## config.mk

```make
export PLATFORM = sky130hd
export DESIGN_NAME = div_unit
export DESIGN_NICKNAME = d
export VERILOG_FILES = /design/src/rtl/div_unit_pkg.sv /design/src/rtl/div_unit.sv
export SDC_FILE = /design/constraint.sdc
export NUM_CORES = 1
export LEC_CHECK = 0
export BUFFER_PORTS_ARGS = -buffer_cell sky130_fd_sc_hd__buf_2
export CORE_MARGIN = 10
export CORE_UTILIZATION = 35
export DETAILED_ROUTE_END_ITERATION = 10
export HOLD_SLACK_MARGIN = 0.1
export PLACE_DENSITY = 0.53
export SETUP_SLACK_MARGIN = 0.5
export SYNTH_ARGS = -nofsm -noshare
export SYNTH_HDL_FRONTEND = slang
export SYNTH_SLANG_ARGS = --single-unit
```

## constraint.sdc

```tcl
create_clock -name clk -period 5.7 [get_ports clk]
set_input_delay 1.14 -clock clk [delete_from_list [all_inputs] [get_ports clk]]
set_output_delay 1.14 -clock clk [all_outputs]
set_load 0.03 [all_outputs]
```

## src/rtl/div_unit_pkg.sv

```systemverilog
// Shared definitions for the execute-stage multi-cycle divider.
package div_unit_pkg;

  // Default operand width of the MIPS datapath
  localparam int DIV_WIDTH = 32;

  // alucontrolE codes for the divide operations, alongside the other ALU ops
  localparam logic [4:0] ALU_DIV  = 5'b10000;
  localparam logic [4:0] ALU_DIVU = 5'b10001;

  // Divider sequencer states
  typedef enum logic [1:0] {
    ST_IDLE = 2'd0,
    ST_DIV  = 2'd1,
    ST_DONE = 2'd2
  } div_state_e;

endpackage

```

## src/rtl/div_unit.sv

```systemverilog
// Multi-cycle restoring divider for DIV/DIVU in the E stage.
// Produces {HI = remainder, LO = quotient} one quotient bit per cycle and
// requests a pipeline stall until the result is ready.
module div_unit
  import div_unit_pkg::*;
#(
  parameter int WIDTH = DIV_WIDTH,
  parameter int CNT_W = $clog2(WIDTH) + 1
) (
  input  logic               clk,
  input  logic               rst,
  input  logic               start,
  input  logic               signed_div,
  input  logic [WIDTH-1:0]   a,
  input  logic [WIDTH-1:0]   b,
  input  logic               annul,
  output logic               stall_o,
  output logic               ready,
  output logic [2*WIDTH-1:0] result
);

  localparam logic [CNT_W-1:0] LAST_ITER = CNT_W'(WIDTH - 1);

  div_state_e         state_q, state_d;
  logic [CNT_W-1:0]   cnt_q, cnt_d;
  logic [WIDTH-1:0]   rem_q, rem_d;
  logic [WIDTH-1:0]   quo_q, quo_d;
  logic [WIDTH-1:0]   dvsr_q, dvsr_d;
  logic               qneg_q, qneg_d;
  logic               rneg_q, rneg_d;
  logic [2*WIDTH-1:0] result_q, result_d;

  logic               go;
  logic               last_iter;
  logic               a_neg, b_neg, b_zero;
  logic [WIDTH:0]     shifted, trial;
  logic               trial_ok;
  logic [WIDTH-1:0]   step_rem, step_quo;
  logic [WIDTH-1:0]   fix_rem, fix_quo;

  assign go        = start & ~annul;
  assign last_iter = (cnt_q == LAST_ITER);
  assign result    = result_q;

  // State register
  always_ff @(posedge clk) begin
    if (rst) begin
      state_q <= ST_IDLE;
    end else begin
      state_q <= state_d;
    end
  end

  // Next-state logic: annul always wins over completion
  always_comb begin
    state_d = state_q;
    case (state_q)
      ST_IDLE: if (go) state_d = ST_DIV;
      ST_DIV: begin
        if (annul)          state_d = ST_IDLE;
        else if (last_iter) state_d = ST_DONE;
      end
      ST_DONE: state_d = ST_IDLE;
      default: state_d = ST_IDLE;
    endcase
  end

  // Outputs: stall is combinational so the E stage freezes in the start cycle
  always_comb begin
    stall_o = 1'b0;
    ready   = 1'b0;
    case (state_q)
      ST_IDLE: stall_o = go;
      ST_DIV:  stall_o = 1'b1;
      ST_DONE: ready   = 1'b1;
      default: ;
    endcase
  end

  // Operand conditioning; a zero divisor keeps the quotient positive so LO stays all-ones
  always_comb begin
    a_neg  = signed_div & a[WIDTH-1];
    b_neg  = signed_div & b[WIDTH-1];
    b_zero = (b == '0);
  end

  // One restoring step plus the sign fix-up applied on the final iteration
  always_comb begin
    shifted  = {rem_q, quo_q[WIDTH-1]};
    trial    = shifted - {1'b0, dvsr_q};
    trial_ok = ~trial[WIDTH];
    step_rem = trial_ok ? trial[WIDTH-1:0] : shifted[WIDTH-1:0];
    step_quo = {quo_q[WIDTH-2:0], trial_ok};
    fix_quo  = qneg_q ? -step_quo : step_quo;
    fix_rem  = rneg_q ? -step_rem : step_rem;
  end

  // Datapath next values: latch operands on start, iterate in DIV, capture result on completion
  always_comb begin
    cnt_d    = cnt_q;
    rem_d    = rem_q;
    quo_d    = quo_q;
    dvsr_d   = dvsr_q;
    qneg_d   = qneg_q;
    rneg_d   = rneg_q;
    result_d = result_q;
    case (state_q)
      ST_IDLE: begin
        if (go) begin
          cnt_d  = '0;
          rem_d  = '0;
          quo_d  = a_neg ? -a : a;
          dvsr_d = b_neg ? -b : b;
          qneg_d = (a_neg ^ b_neg) & ~b_zero;
          rneg_d = a_neg;
        end
      end
      ST_DIV: begin
        if (!annul) begin
          cnt_d = cnt_q + CNT_W'(1);
          rem_d = step_rem;
          quo_d = step_quo;
          if (last_iter) begin
            result_d = {fix_rem, fix_quo};
          end
        end
      end
      default: ;
    endcase
  end

  // Datapath registers
  always_ff @(posedge clk) begin
    if (rst) begin
      cnt_q    <= '0;
      rem_q    <= '0;
      quo_q    <= '0;
      dvsr_q   <= '0;
      qneg_q   <= 1'b0;
      rneg_q   <= 1'b0;
      result_q <= '0;
    end else begin
      cnt_q    <= cnt_d;
      rem_q    <= rem_d;
      quo_q    <= quo_d;
      dvsr_q   <= dvsr_d;
      qneg_q   <= qneg_d;
      rneg_q   <= rneg_d;
      result_q <= result_d;
    end
  end

endmodule
```

==> results of run 1 <==
-- path summary, 6_finish.rpt --
| kind | slack, ps | start | end | depth (start not counted) |
|---|---|---|---|---|
| max | 710 | quo_q[31] | result[60] | 23 |
| min | 450 | result[47] | result[47] | 2 |
| max reg2reg | 710 | quo_q[31] | result[60] | 23 |
| min reg2reg | 450 | result[47] | result[47] | 2 |
-- metrics by stage --
| stage | hold WS, ps | cells | worst slack (ps) | area, sq um |
|---|---|---|---|---|
| floorplan | 432 | 1526 | 563 | 11400 |
| global placement | 438 | 2019 | 612 | 12400 |
| global route | 475 | 2061 | 483 | 13200 |
| CTS | 452 | 2051 | 506 | 13000 |
| detailed placement | 443 | 2019 | 468 | 12400 |
| finish | 451 | 2061 | 713 | 13200 |
-- state kept, by name, indices dropped and copies added (netlist names) --
signal / count
result: 64
dvsr_q: 32
quo_q: 32
rem_q: 32
cnt_q: 6
state_q: 2
qneg_q: 1
rneg_q: 1
-- power by group --
part           total (mW)  internal [mW]  switching, mW
Combinational       0.623          0.225          0.398
Sequential           1.26           1.22         0.0354
Clock                1.23          0.663          0.571
Total                3.11           2.11           1.00
-- worst min-delay path, cell delays in order, from the launching register on --
cell and delay [ps]:
dfxtp_1 310, nand2_1 50, a21oi_1 50
-- cell type report --
type	count	area (sq um)
Inverter	57	216
Tap cell	435	544
Fill cell	3375	18600
Clock inverter	15	180
Clock buffer	17	425
Multi-Input combinational cell	1202	7470
Sequential cell	170	3400
Timing Repair Buffer	165	910
-- Yosys cell counts, types with 11 or more instances --
library cell	count	area share, %
a21oi_1	122	5.4
ha_1	37	4.1
o41ai_1	12	0.92
nor4_1	20	1.1
or3_1	23	1.3
o31ai_1	23	1.5
xnor2_1	49	3.8
a21o_1	20	1.3
nor2_1	222	7.3
mux2i_1	16	1.4
o21ai_0	66	2.9
a211oi_1	85	5.6
a31oi_1	19	1.0
inv_1	56	1.8
and3_1	11	0.61
nor3_1	38	1.7
nand3_1	31	1.4
a22oi_1	32	2.1
xor2_1	74	5.7
nand2_1	150	5.0
dfxtp_1	170	30
nand4_1	15	0.83
clkbuf_1	85	2.8
or4_1	11	0.73
-- placed cells by master, fill, tap and decap left out, types with 15 or more instances in the layout --
cell type and count:
xor2_1 74, a21o_1 20, dfxtp_1 169, nand4_1 15, buf_2 133, ha_1 36
nor3_1 36, inv_1 56, nor4_1 19, xnor2_1 49, nand2_1 150, clkbuf_16 17
nand3_1 31, mux2i_1 16, a22oi_1 32, a31oi_1 19, nor2_1 220, or3_1 23
buf_4 31, o31ai_1 23, o21ai_0 66, a21oi_1 120, a211oi_1 84
-- routing by layer --
layer | up-vias | GRT usage, % | wire [um]
li1 | 5685 | - | -
met1 | 5262 | 22.0 | 16900
met2 | 174 | 30.8 | 18200
met3 | 29 | 3.16 | 1420
met4 | 4 | 4.06 | 462
met5 | - | 0 | 24
-- timing repair --
item / CTS / global route
buffers inserted: 0 / 10
setup endpoints to repair: 3 / 14
gates cloned: 0 / 0
gates resized for setup: 1 / 20
hold buffers: 0 / 0
pin swaps: 0 / 6
-- cell families after synthesis --
logic type / count (synthesis) / share of synthesized area, %
AND/OR/NAND/NOR: 569 / 22.8
AO/OA/AOI/OAI: 453 / 26.4
flip-flops: 170 / 29.9
buffers and inverters: 154 / 5.38
XOR/XNOR: 124 / 9.62
adder cells (fa/ha/maj): 38 / 4.25
multiplexers: 18 / 1.61
==> key figures, run 1 <==
Global routing
  • First-pass GRT wire length: 58700 um
  • Pin count of the biggest net entering global routing: 74
  • Total track usage: 17.7%
  • Grt ovf: 0
  • Vias in the first global route: 10700
  • Initial antenna violation count: 2

Critical path
  • WP buf/inv: 4
  • Setup crit start kind: register
  • CP peak stage delay: 420 ps
  • Worst Path Arrival: 5340 ps
  • CP Class: reg -> reg
  • CP max FO: 6
  • CP Capture Type: register
  • Slowest CP cell: o41ai_2
  • Top delay family on crit path: compound AO/OA/AOI/OAI gates
  • Crit path cell chain: inv_1, ha_1, fa_2, nand2b_1, a21bo_2, a211oi_4, a221o_1, a211oi_4, buf_4, xnor2_4, inv_4, nor2_1, a21oi_2, ha_2, o211ai_1, a2111oi_2, mux2i_1, a221oi_2, buf_4, o21ai_2, o41ai_2, xor2_1, a211oi_1
  • CP required: 6050 ps

Detailed routing
  • Average wire per standard cell: 18.0 um
  • Initial DRC Count: 661
  • Routed WL: 37000 um
  • Residual DRC: 0
  • Routed vias: 11200
  • ANT nets after route: 0
  • Vias per cell: 5.41
  • DRT Pass-1 Iters: 5

Synth
  • Synth cell types: 74
  • Synthesized flop and latch total: 170
  • Count of flip-flops with a built-in enable after synthesis: 0
  • Ys async rst share: 0%
  • Sequential cell area fraction in the yosys report: 29.9%
  • Syn Inst Count: 1526
  • Net Count, Synth: 1633
  • Synthesized area per cell: 7.45 sq um
  • Primary FF master, synth: dfxtp_1
  • Synth warn: 0
  • Post-synthesis cell area: 0.0114 sq mm

STA
  • Setup-failing EPs final: 0
  • Final min period: 4990 ps
  • Setup TNS: 0 ps
  • Hold Vio Cnt, Final: 0
  • Least-Margin Pin Slew: 964 ps
  • Final period utilization: 87.5%
  • Clock skew: 11.6 ps
  • Max Slew Vio Count: 0
  • RSZ-0062 raised after global routing: false
  • Fmax: 201 MHz
  • Relative slew margins: 35.7%

CTS
  • Clk buf depth: 2
  • CTS tree: built
  • TritonCTS buffer count: 17
  • CTS root buf: clkbuf_16
  • H-tree depth: 4
  • Clock Latency Late Sink: 440 ps
  • Clock sinks: 170
  • Reg clk slew, reported paths: 70 ps

Cells and area
  • Final core utilization: 41.4%
  • Nets: 1720
  • Ant diodes: 0
  • Share of post-route cells with drive strength above 1: 14.3%
  • P&R area growth vs syn: 15.7%

Die
  • CORE AREA: 0.0318 sq mm
  • Die H: 200 um
  • Die area: 0.0401 sq mm
  • Num rows: 65
  • IO Pins: 135
  • Width of the die: 200 um
  • Initial Utilization: 35.8%

Power and ir drop
  • Power Density: 237 mW/mm^2
  • Pwr Total: 3.11 mW
  • VDD IR max: 233 uV
  • Pleak: 5.31 nW

Placement
  • Number of buffers added on ports: 134
  • DP HPWL: 27500 um
  • GPL Wtd Cong: 0.857

Min path
  • Worst min path class: reg -> reg

Run status
  • Status: finished clean

Run
  • Maxcap violations: 0
(Power assumes the default switching activity.)
==> inputs of run 2 (changes only) <==
Settings changed: CELL_PAD_IN_SITES_DETAIL_PLACEMENT set to 1, CELL_PAD_IN_SITES_GLOBAL_PLACEMENT set to 1, PLACE_DENSITY 0.53 to 0.69.
==> key figures, run 2 (synthesized netlist as in run 1, its figures left out) <==
Global routing
  • First-pass GRT wire length: 64400 um
  • Pin count of the biggest net entering global routing: 90
  • Vias in the first global route: 11700
  • Grt ovf: 0
  • Initial antenna violation count: 0
  • Total track usage: 19.5%

Die
  • Initial Utilization: 35.8%
  • Die area: 0.0401 sq mm
  • Num rows: 65
  • CORE AREA: 0.0318 sq mm
  • IO Pins: 135
  • Die H: 200 um
  • Width of the die: 200 um

Power and ir drop
  • Net Sw Power: 997 uW
  • Reg power frac: 40.9%
  • VDD IR max: 210 uV
  • Power Density: 234 mW/mm^2
  • Pint: 2.08 mW
  • Sw Share: 32.4%
  • Pleak: 5.27 nW
  • Combinational Power Share: 20.8%
  • Clock power share: 38.3%

Critical path
  • CP Class: reg -> reg
  • Worst Path Arrival: 5330 ps
  • RR Startpoint: quo_q[31]
  • CP Launch Point: quo_q[31]
  • CP required: 5980 ps
  • Setup crit start kind: register
  • CP max FO: 6
  • CP Capture Type: register

Cells and area
  • Most frequent cells in the layout: nor2_1, dfxtp_1, nand2_1
  • Max reg flops: 64
  • Most common cell after layout, fill and taps aside: nor2_1
  • Nets: 1718
  • Share of post-route cells with drive strength above 1: 14.1%
  • Ant diodes: 0
  • P&R area growth vs syn: 15.4%

Detailed routing
  • ANT nets after route: 0
  • Average wire per standard cell: 19.6 um
  • Initial DRC Count: 593
  • Routed WL: 40300 um
  • Routed vias: 11500
  • Vias per cell: 5.58
  • Residual DRC: 0
  • DRT Pass-1 Iters: 5

CTS
  • Clk buf depth: 2
  • Clock Latency Late Sink: 450 ps
  • TritonCTS buffer count: 17
  • CTS tree: built
  • Reg clk slew, reported paths: 70 ps
  • Hold buffers post-CTS: 0
  • Clock sinks: 170
  • H-tree depth: 4
  • CTS root buf: clkbuf_16

STA
  • Hold Vio Cnt, Final: 0
  • Fmax: 198 MHz
  • Relative slew margins: 29.3%
  • Final period utilization: 88.5%
  • Setup-failing EPs final: 0
  • Setup TNS: 0 ps
  • Max Slew Vio Count: 0
  • Final WS setup: 653 ps
  • Least-Margin Pin Slew: 1050 ps
  • Clock skew: 13.3 ps
  • RSZ-0062 raised after global routing: false
  • Final min period: 5050 ps

Placement
  • DP HPWL: 30000 um
  • DP Worst Slack: 450 ps
  • GPL Wtd Cong: 0.864
  • Number of buffers added on ports: 134

Run
  • Maxcap violations: 0

Min path
  • Critical hold path startpoint: result[47]
  • Worst min path class: reg -> reg

Run status
  • Status: finished clean
==> run 2: path summary, 6_finish.rpt <==
check | slack [ps] | cells after the start | to
max reg2reg | 650 | 24 | result[56]
max | 650 | 24 | result[56]
min reg2reg | 450 | 2 | result[47]
min | 450 | 2 | result[47]
==> run 2: per-layer routing <==
metal / part of all wire [%] / vias to the layer above / GRT usage, %
met3: 3.5 / 55 / 3.19
met1: 46 / 5565 / 24.6
met5: 0 / - / 0
li1: - / 5674 / -
met4: 2.6 / 0 / 7.28
met2: 48 / 196 / 32.4
==> run 2: final cells by class <==
| cell class | count | area [sq um] |
|---|---|---|
| Clock buffer | 20 | 457 |
| Sequential cell | 170 | 3400 |
| Clock inverter | 12 | 115 |
| Timing Repair Buffer | 163 | 911 |
| Fill cell | 3979 | 18700 |
| Tap cell | 435 | 544 |
| Multi-Input combinational cell | 1202 | 7470 |
| Inverter | 57 | 214 |
==> run 2: repair_timing <==
action                                  4_1_cts  5_1_grt
pin swaps                                     0        8
setup buffers                                 0        6
endpoints found under the setup margin        4       11
gates resized for setup                       1       21
gates cloned                                  0        0
==> run 2: power by group through the flow <==
stage          sequential [mW]  clock (mW)  combinational (mW)
2_1_floorplan             1.27           0               0.432
3_3_place_gp              1.28           0               0.608
3_5_place_dp              1.28           0               0.619
4_1_cts                   1.26        1.20               0.625
5_1_grt                   1.26        1.25               0.709
6_report                  1.26        1.18               0.639
==> run 2: stage by stage <==
stage	instance area [sq um]	hold WS [ps]	power, mW	util [%]	std cells
floorplan	11400	432	1.71	-	1526
global placement	12400	437	1.89	39.0	2021
detailed placement	12400	443	1.90	39.0	2021
CTS	13000	452	3.09	40.8	2053
global route	13100	466	3.22	41.2	2059
finish	13100	448	3.07	41.2	2059
==> run 2: critical path, cell delays in order, from the launching register on <==
cell       delay, ps
dfxtp_2          370
inv_1             50
ha_2             200
fa_2             350
nand2b_1         180
a21bo_2          240
a211oi_4         280
a221o_1          260
a211oi_4          70
buf_4            180
xnor2_4          130
inv_2            120
nor2_1            70
a21oi_2          140
ha_2             230
o211ai_1         170
a2111oi_2        400
mux2i_1          160
a221oi_1         300
buf_4            190
o21ai_2           90
buf_6            180
o31a_1           280
a31oi_1          150
a21oi_1           80
